$ cat src/rtl/seg7_pkg.sv
// Shared definitions for the 7-segment display blocks.
// Contents:
//   SEG_0 .. SEG_9, SEG_DASH, SEG_OFF : active-low segment patterns {a,b,c,d,e,f,g}, a at bit 6
//   digit_idx_t                       : 2-bit index of the digit currently being scanned
//   scan_state_e                      : scan FSM states
package seg7_pkg;

    localparam logic [6:0] SEG_0    = 7'b0000001;
    localparam logic [6:0] SEG_1    = 7'b1001111;
    localparam logic [6:0] SEG_2    = 7'b0010010;
    localparam logic [6:0] SEG_3    = 7'b0000110;
    localparam logic [6:0] SEG_4    = 7'b1001100;
    localparam logic [6:0] SEG_5    = 7'b0100100;
    localparam logic [6:0] SEG_6    = 7'b0100000;
    localparam logic [6:0] SEG_7    = 7'b0001111;
    localparam logic [6:0] SEG_8    = 7'b0000000;
    localparam logic [6:0] SEG_9    = 7'b0000100;
    localparam logic [6:0] SEG_DASH = 7'b1111110;
    localparam logic [6:0] SEG_OFF  = 7'b1111111;

    typedef logic [1:0] digit_idx_t;

    typedef enum logic {
        ST_SHOW  = 1'b0,
        ST_BLANK = 1'b1
    } scan_state_e;

endpackage

$ cat src/rtl/bcd_to_seg7.sv
// Combinational BCD to 7-segment decoder, active-low outputs.
// Codes above 9 show a dash (segment g only).
// Ports:
//   bcd_i  [3:0] : BCD digit
//   seg_o  [6:0] : segments {a,b,c,d,e,f,g}, active-low
module bcd_to_seg7
    import seg7_pkg::*;
(
    input  logic [3:0] bcd_i,
    output logic [6:0] seg_o
);

    always_comb begin
        seg_o = SEG_DASH;
        case (bcd_i)
            4'd0:    seg_o = SEG_0;
            4'd1:    seg_o = SEG_1;
            4'd2:    seg_o = SEG_2;
            4'd3:    seg_o = SEG_3;
            4'd4:    seg_o = SEG_4;
            4'd5:    seg_o = SEG_5;
            4'd6:    seg_o = SEG_6;
            4'd7:    seg_o = SEG_7;
            4'd8:    seg_o = SEG_8;
            4'd9:    seg_o = SEG_9;
            default: seg_o = SEG_DASH;
        endcase
    end

endmodule

$ cat src/rtl/seg7_scan4.sv
// Four-digit multiplexed 7-segment display driver.
// Latches four BCD digits plus decimal points and scans them onto a shared
// segment bus with per-slot blanking at the end of every digit slot.
// Optional feature: define LEADING_ZERO_BLANK_EN to suppress leading zeros
// (digit 0 is never suppressed).
// Ports:
//   C50    : clock, rising edge
//   Rst    : synchronous reset, active-high
//   Load   : latch strobe for Digits/DpIn
//   Digits : four BCD digits, [3:0] = digit 0 (rightmost)
//   DpIn   : decimal point per digit, 1 = lit
//   An     : anodes, active-low, An[i] = digit i (registered)
//   Seg    : segments {a..g}, active-low, a at bit 6 (registered)
//   Dp     : decimal point, active-low (registered)
//
// state    | meaning
// ---------+------------------------------------------------------------
// ST_SHOW  | digit idx lit, from slot start until SLOT-BLANK_CYC-1
// ST_BLANK | all anodes off for the last BLANK_CYC cycles of the slot
module seg7_scan4
    import seg7_pkg::*;
#(
    parameter int CLK_HZ    = 50_000_000,
    parameter int SCAN_HZ   = 1000,
    parameter int BLANK_CYC = 500
) (
    input  logic        C50,
    input  logic        Rst,
    input  logic        Load,
    input  logic [15:0] Digits,
    input  logic [3:0]  DpIn,
    output logic [3:0]  An,
    output logic [6:0]  Seg,
    output logic        Dp
);

    localparam int SLOT = CLK_HZ / SCAN_HZ;
    localparam int CW   = (SLOT > 1) ? $clog2(SLOT) : 1;
    localparam logic [CW-1:0] SHOW_END = CW'(SLOT - BLANK_CYC - 1);
    localparam logic [CW-1:0] SLOT_END = CW'(SLOT - 1);

    scan_state_e   state_q, state_d;
    digit_idx_t    idx_q, idx_d;
    logic [CW-1:0] slot_cnt_q, slot_cnt_d;
    logic [15:0]   dig_q, dig_d;
    logic [3:0]    dp_q, dp_d;
    logic [3:0]    an_q, an_d;
    logic [6:0]    seg_q, seg_d;
    logic          dpo_q, dpo_d;

    logic [3:0]    cur_bcd;
    logic [6:0]    cur_seg;
    logic          lz_blank;

    assign cur_bcd = dig_q[{idx_q, 2'b00} +: 4];

    bcd_to_seg7 u_dec (
        .bcd_i (cur_bcd),
        .seg_o (cur_seg)
    );

    // A digit is a leading zero when it and every digit above it are zero.
`ifdef LEADING_ZERO_BLANK_EN
    always_comb begin
        lz_blank = 1'b0;
        case (idx_q)
            2'd1:    lz_blank = (dig_q[15:4]  == 12'h000);
            2'd2:    lz_blank = (dig_q[15:8]  == 8'h00);
            2'd3:    lz_blank = (dig_q[15:12] == 4'h0);
            default: lz_blank = 1'b0;
        endcase
    end
`else
    assign lz_blank = 1'b0;
`endif

    always_comb begin
        state_d    = state_q;
        idx_d      = idx_q;
        slot_cnt_d = (slot_cnt_q == SLOT_END) ? '0 : slot_cnt_q + CW'(1);
        dig_d      = Load ? Digits : dig_q;
        dp_d       = Load ? DpIn   : dp_q;
        an_d       = 4'b1111;
        seg_d      = SEG_OFF;
        dpo_d      = 1'b1;

        case (state_q)
            ST_SHOW: begin
                if (slot_cnt_q == SHOW_END) state_d = ST_BLANK;
            end
            ST_BLANK: begin
                if (slot_cnt_q == SLOT_END) begin
                    state_d = ST_SHOW;
                    idx_d   = idx_q + 2'd1;
                end
            end
            default: state_d = ST_SHOW;
        endcase

        // Outputs are decoded from the current registers, so they trail
        // any state/index/data change by exactly one cycle.
        if (state_q == ST_SHOW) begin
            an_d  = ~(4'b0001 << idx_q);
            seg_d = lz_blank ? SEG_OFF : cur_seg;
            dpo_d = ~dp_q[idx_q];
        end
    end

    always_ff @(posedge C50) begin
        if (Rst) begin
            state_q    <= ST_SHOW;
            idx_q      <= '0;
            slot_cnt_q <= '0;
            dig_q      <= '0;
            dp_q       <= '0;
            an_q       <= 4'b1111;
            seg_q      <= SEG_OFF;
            dpo_q      <= 1'b1;
        end else begin
            state_q    <= state_d;
            idx_q      <= idx_d;
            slot_cnt_q <= slot_cnt_d;
            dig_q      <= dig_d;
            dp_q       <= dp_d;
            an_q       <= an_d;
            seg_q      <= seg_d;
            dpo_q      <= dpo_d;
        end
    end

    assign An  = an_q;
    assign Seg = seg_q;
    assign Dp  = dpo_q;

endmodule
$ cat config.mk
export PLATFORM = sky130hd
export DESIGN_NAME = seg7_scan4
export DESIGN_NICKNAME = d
export VERILOG_FILES = /design/src/rtl/seg7_pkg.sv /design/src/rtl/bcd_to_seg7.sv /design/src/rtl/seg7_scan4.sv
export SDC_FILE = /design/constraint.sdc
export NUM_CORES = 1
export LEC_CHECK = 0
export CAP_MARGIN = 20
export CORE_MARGIN = 2
export CORE_UTILIZATION = 53
export CTS_BUF_LIST = sky130_fd_sc_hd__clkbuf_16
export CTS_CLUSTER_SIZE = 16
export DETAILED_ROUTE_END_ITERATION = 10
export PLACE_DENSITY = 0.76
export SLEW_MARGIN = 20
export SYNTH_ARGS = -nofsm -noshare
export SYNTH_HDL_FRONTEND = slang
export SYNTH_SLANG_ARGS = --single-unit
export TNS_END_PERCENT = 1
$ cat constraint.sdc
create_clock -name C50 -period 2.2 [get_ports C50]
set_clock_uncertainty 0.05 [all_clocks]
set_input_delay 0.44 -clock C50 [delete_from_list [all_inputs] [get_ports C50]]
set_output_delay 0.44 -clock C50 [all_outputs]
set_load 0.005 [all_outputs]
==> impl_metrics.env <==
export IMPL_start_util_pct=55.68
export IMPL_viasPerCell=5.140
export IMPL_reg2reg_depth=6
export IMPL_grt_max_degree=21
export IMPL_nets=300
export IMPL_critPathSlowestCell="mux4_2"
export IMPL_p_seq_share_pct=52.1
export IMPL_power_switching_mw=0.4062
export IMPL_antenna_found_initial=0
export IMPL_cts_buffer_depth=2
export IMPL_period_needed_ns=1.981
export IMPL_fin_cells=315
export IMPL_path_max_fanout=8
export IMPL_ff_latch_area_um2=1021
export IMPL_pwr_density_cell_nw_per_um2=679.6
export IMPL_ys_types=35
export IMPL_clk_pin_slew_ns=0.06
export IMPL_p_sw_share_pct=21.49
export IMPL_holdWs_ns=0.4298
export IMPL_root_buffer="clkbuf_16"
export IMPL_p_leak_nw=1.120
export IMPL_slew_headroom_pct=72.26
export IMPL_cts_setup_buffers=0
export IMPL_cts_hold_buf=0
export IMPL_multiInputGateArea_um2=1142
export IMPL_fin_crit_sh_pct=90.03
export IMPL_dp_cells=307
export IMPL_numClockSinks=51
export IMPL_rsz0062_at_grt="false"
export IMPL_total_power_mw=1.890
export IMPL_tns_ns=0
export IMPL_final_cell_mix="51 x dfxtp_1, 41 x nor2_1, 34 x clkdlybuf4s50_1"
export IMPL_rows=23
export IMPL_ys_warn_count=0
export IMPL_numCtsBuffers=5
export IMPL_synth_seq_cells=51
export IMPL_wire_per_inst_um=12.81
export IMPL_hold_viol=0
export IMPL_fmax_mhz=504.9
export IMPL_tightest_slew_ns=0.4156
export IMPL_outcome="complete, no violations"
export IMPL_p_int_mw=1.484
export IMPL_hold_path_class="flip-flop to flip-flop"
export IMPL_clkLatencyLatePin_ns=0.28
export IMPL_drc=0
export IMPL_gp_congestion=0.7841
export IMPL_fillers=319
export IMPL_htreeDepth=2
export IMPL_cpMostUsedCell="inv_1"
export IMPL_die_w_um=69.06
export IMPL_ys_seq_area_share_pct=45.51
export IMPL_dp_hpwl_um=2945
export IMPL_clock_power_share_pct=38.0
export IMPL_fp_dieArea_um2=4769
export IMPL_max_cap_violations=0
export IMPL_max_stage_delay_ns=0.65
export IMPL_netlist_instances=227
export IMPL_stdcell_area_um2=2781
export IMPL_synth_net_count=263
export IMPL_combPwrFrac_pct=9.9
export IMPL_place_area_um2=2645
export IMPL_antenna_cells=0
export IMPL_die_y_um=69.06
export IMPL_setup_viol=0
export IMPL_grt_pass1_vias=1481
export IMPL_critPathArrivalTime_ns=2.14
export IMPL_grt_pass1_wl_um=6900
export IMPL_endpoint_kind="flip-flop"
export IMPL_final_common_cell="dfxtp_1"
export IMPL_syn_cell_area_um2=2243
export IMPL_io_buffers=34
export IMPL_syn2layout_area_growth_pct=23.98
export IMPL_cts_resized=0
export IMPL_hold_depth=1
export IMPL_drt_pass1_iterations=4
export IMPL_io_pins=35
export IMPL_drt_total_wl_um=4035
export IMPL_ir_drop_mv=0.4371
export IMPL_coreArea_um2=4029
export IMPL_gr_total_overflow=0
export IMPL_critical_path_class="flip-flop to flip-flop"
export IMPL_avgSynthCellArea_um2=9.883
export IMPL_drtIter0Drc=62
export IMPL_via_count=1619
export IMPL_final_antenna_net_count=0
export IMPL_drive_gt1_share_pct=10.19
export IMPL_grt_usage_pct=17.78
export IMPL_cp_cell_sequence="mux4_2 > inv_1 > ha_1 > inv_1 > mux2i_1 > o21ai_0"
export IMPL_required_ns=2.36
export IMPL_slew_viol_final=0
export IMPL_cts_tree="built"
export IMPL_startpoint_type="flip-flop"
[metal layers]
metal	part of all wire (%)	GRT usage, %
met1	49	24.14
met2	47	27.35
met3	3.4	4.971
met4	0.64	5.882
met5	0	0
[kinds of logic (layout without fill, tap and decap cells)]
family                     after synthesis  count (layout)  share of synthesized area [%]
and+or+nand+nor                         87              87                          19.13
DFF                                     51              51                          45.51
muxes                                   28              28                          15.34
AOI/OAI and AO/OA                       19              19                          4.908
buffers and inverters                   18              56                          3.569
adders and majority gates               13              13                          7.251
xor gates and xnor gates                11              11                          4.294
[critical path, delay by kind of cell (launching register included)]
family	cells	cell delay (ns)
AOI/OAI and AO/OA	1	0.14
adders and majority gates	1	0.25
buffers and inverters	2	0.20
DFF	1	0.56
muxes	2	0.70
[registers in the layout (all words and copies together) (netlist names)]
signal and flops:
idx_q 2, state_q 1, Dp 1, dig_q 16, An 4, slot_cnt_q 16
Seg 7, dp_q 4
[cells in the mapped netlist, drive strengths merged]
| cell type | number | area [um2] |
|---|---|---|
| nand4 | 5 | 31.28 |
| nand2 | 14 | 52.55 |
| xnor2 | 1 | 8.760 |
| buf | 5 | 30.02 |
| or3 | 3 | 18.77 |
| o21bai | 1 | 11.26 |
| o31ai | 2 | 15.01 |
| nor3 | 2 | 10.01 |
| mux4 | 5 | 112.6 |
| or2 | 1 | 6.260 |
| nor2 | 41 | 153.9 |
| inv | 7 | 26.28 |
| ha | 13 | 162.7 |
| nor4b | 1 | 8.760 |
| clkbuf | 6 | 23.77 |
| mux2i | 22 | 220.2 |
| mux2 | 1 | 11.26 |
| dfxtp | 51 | 1021 |
| and4 | 3 | 28.78 |
| nand3 | 9 | 55.05 |
| a21oi | 7 | 38.79 |
| or3b | 1 | 11.26 |
| or4 | 2 | 18.77 |
| or2b | 1 | 8.760 |
| and2 | 4 | 25.03 |
| xor2 | 10 | 87.58 |
| o21ai | 9 | 45.04 |
[metrics by stage]
step / setup slack, ns / utilization, %
after floorplan: 0.4137 / -
after global placement: 0.3033 / 65.65
after detailed placement: 0.2090 / 65.65
after CTS: 0.1951 / 69.04
after global routing: 0.03300 / 69.04
final: 0.2193 / 69.04
[worst paths after layout]
path	from	to	slack, ns
worst max-delay path	idx_q[1]	Seg[3]	0.22
worst min-delay path	slot_cnt_q[0]	slot_cnt_q[0]	0.43
worst max register to register	idx_q[1]	Seg[3]	0.22
worst min register to register	slot_cnt_q[0]	slot_cnt_q[0]	0.43
[final cells by class]
type	count	share of cell area, %
clock buffer	5	4.498
multi-input combinational	158	41.07
clock inverter	3	0.4049
timing repair buffer	41	14.13
inverter	7	0.9447
tap	50	2.249
sequential	51	36.71
[power groups by stage]
stage	sequential [mW]	combinational (mW)	clock, mW
2_1_floorplan	1.00	0.0978	0
3_3_place_gp	1.00	0.185	0
3_5_place_dp	1.00	0.189	0
4_1_cts	0.985	0.190	0.743
5_1_grt	0.989	0.209	0.778
6_report	0.985	0.187	0.718
Power figures use the tool's default switching activity.
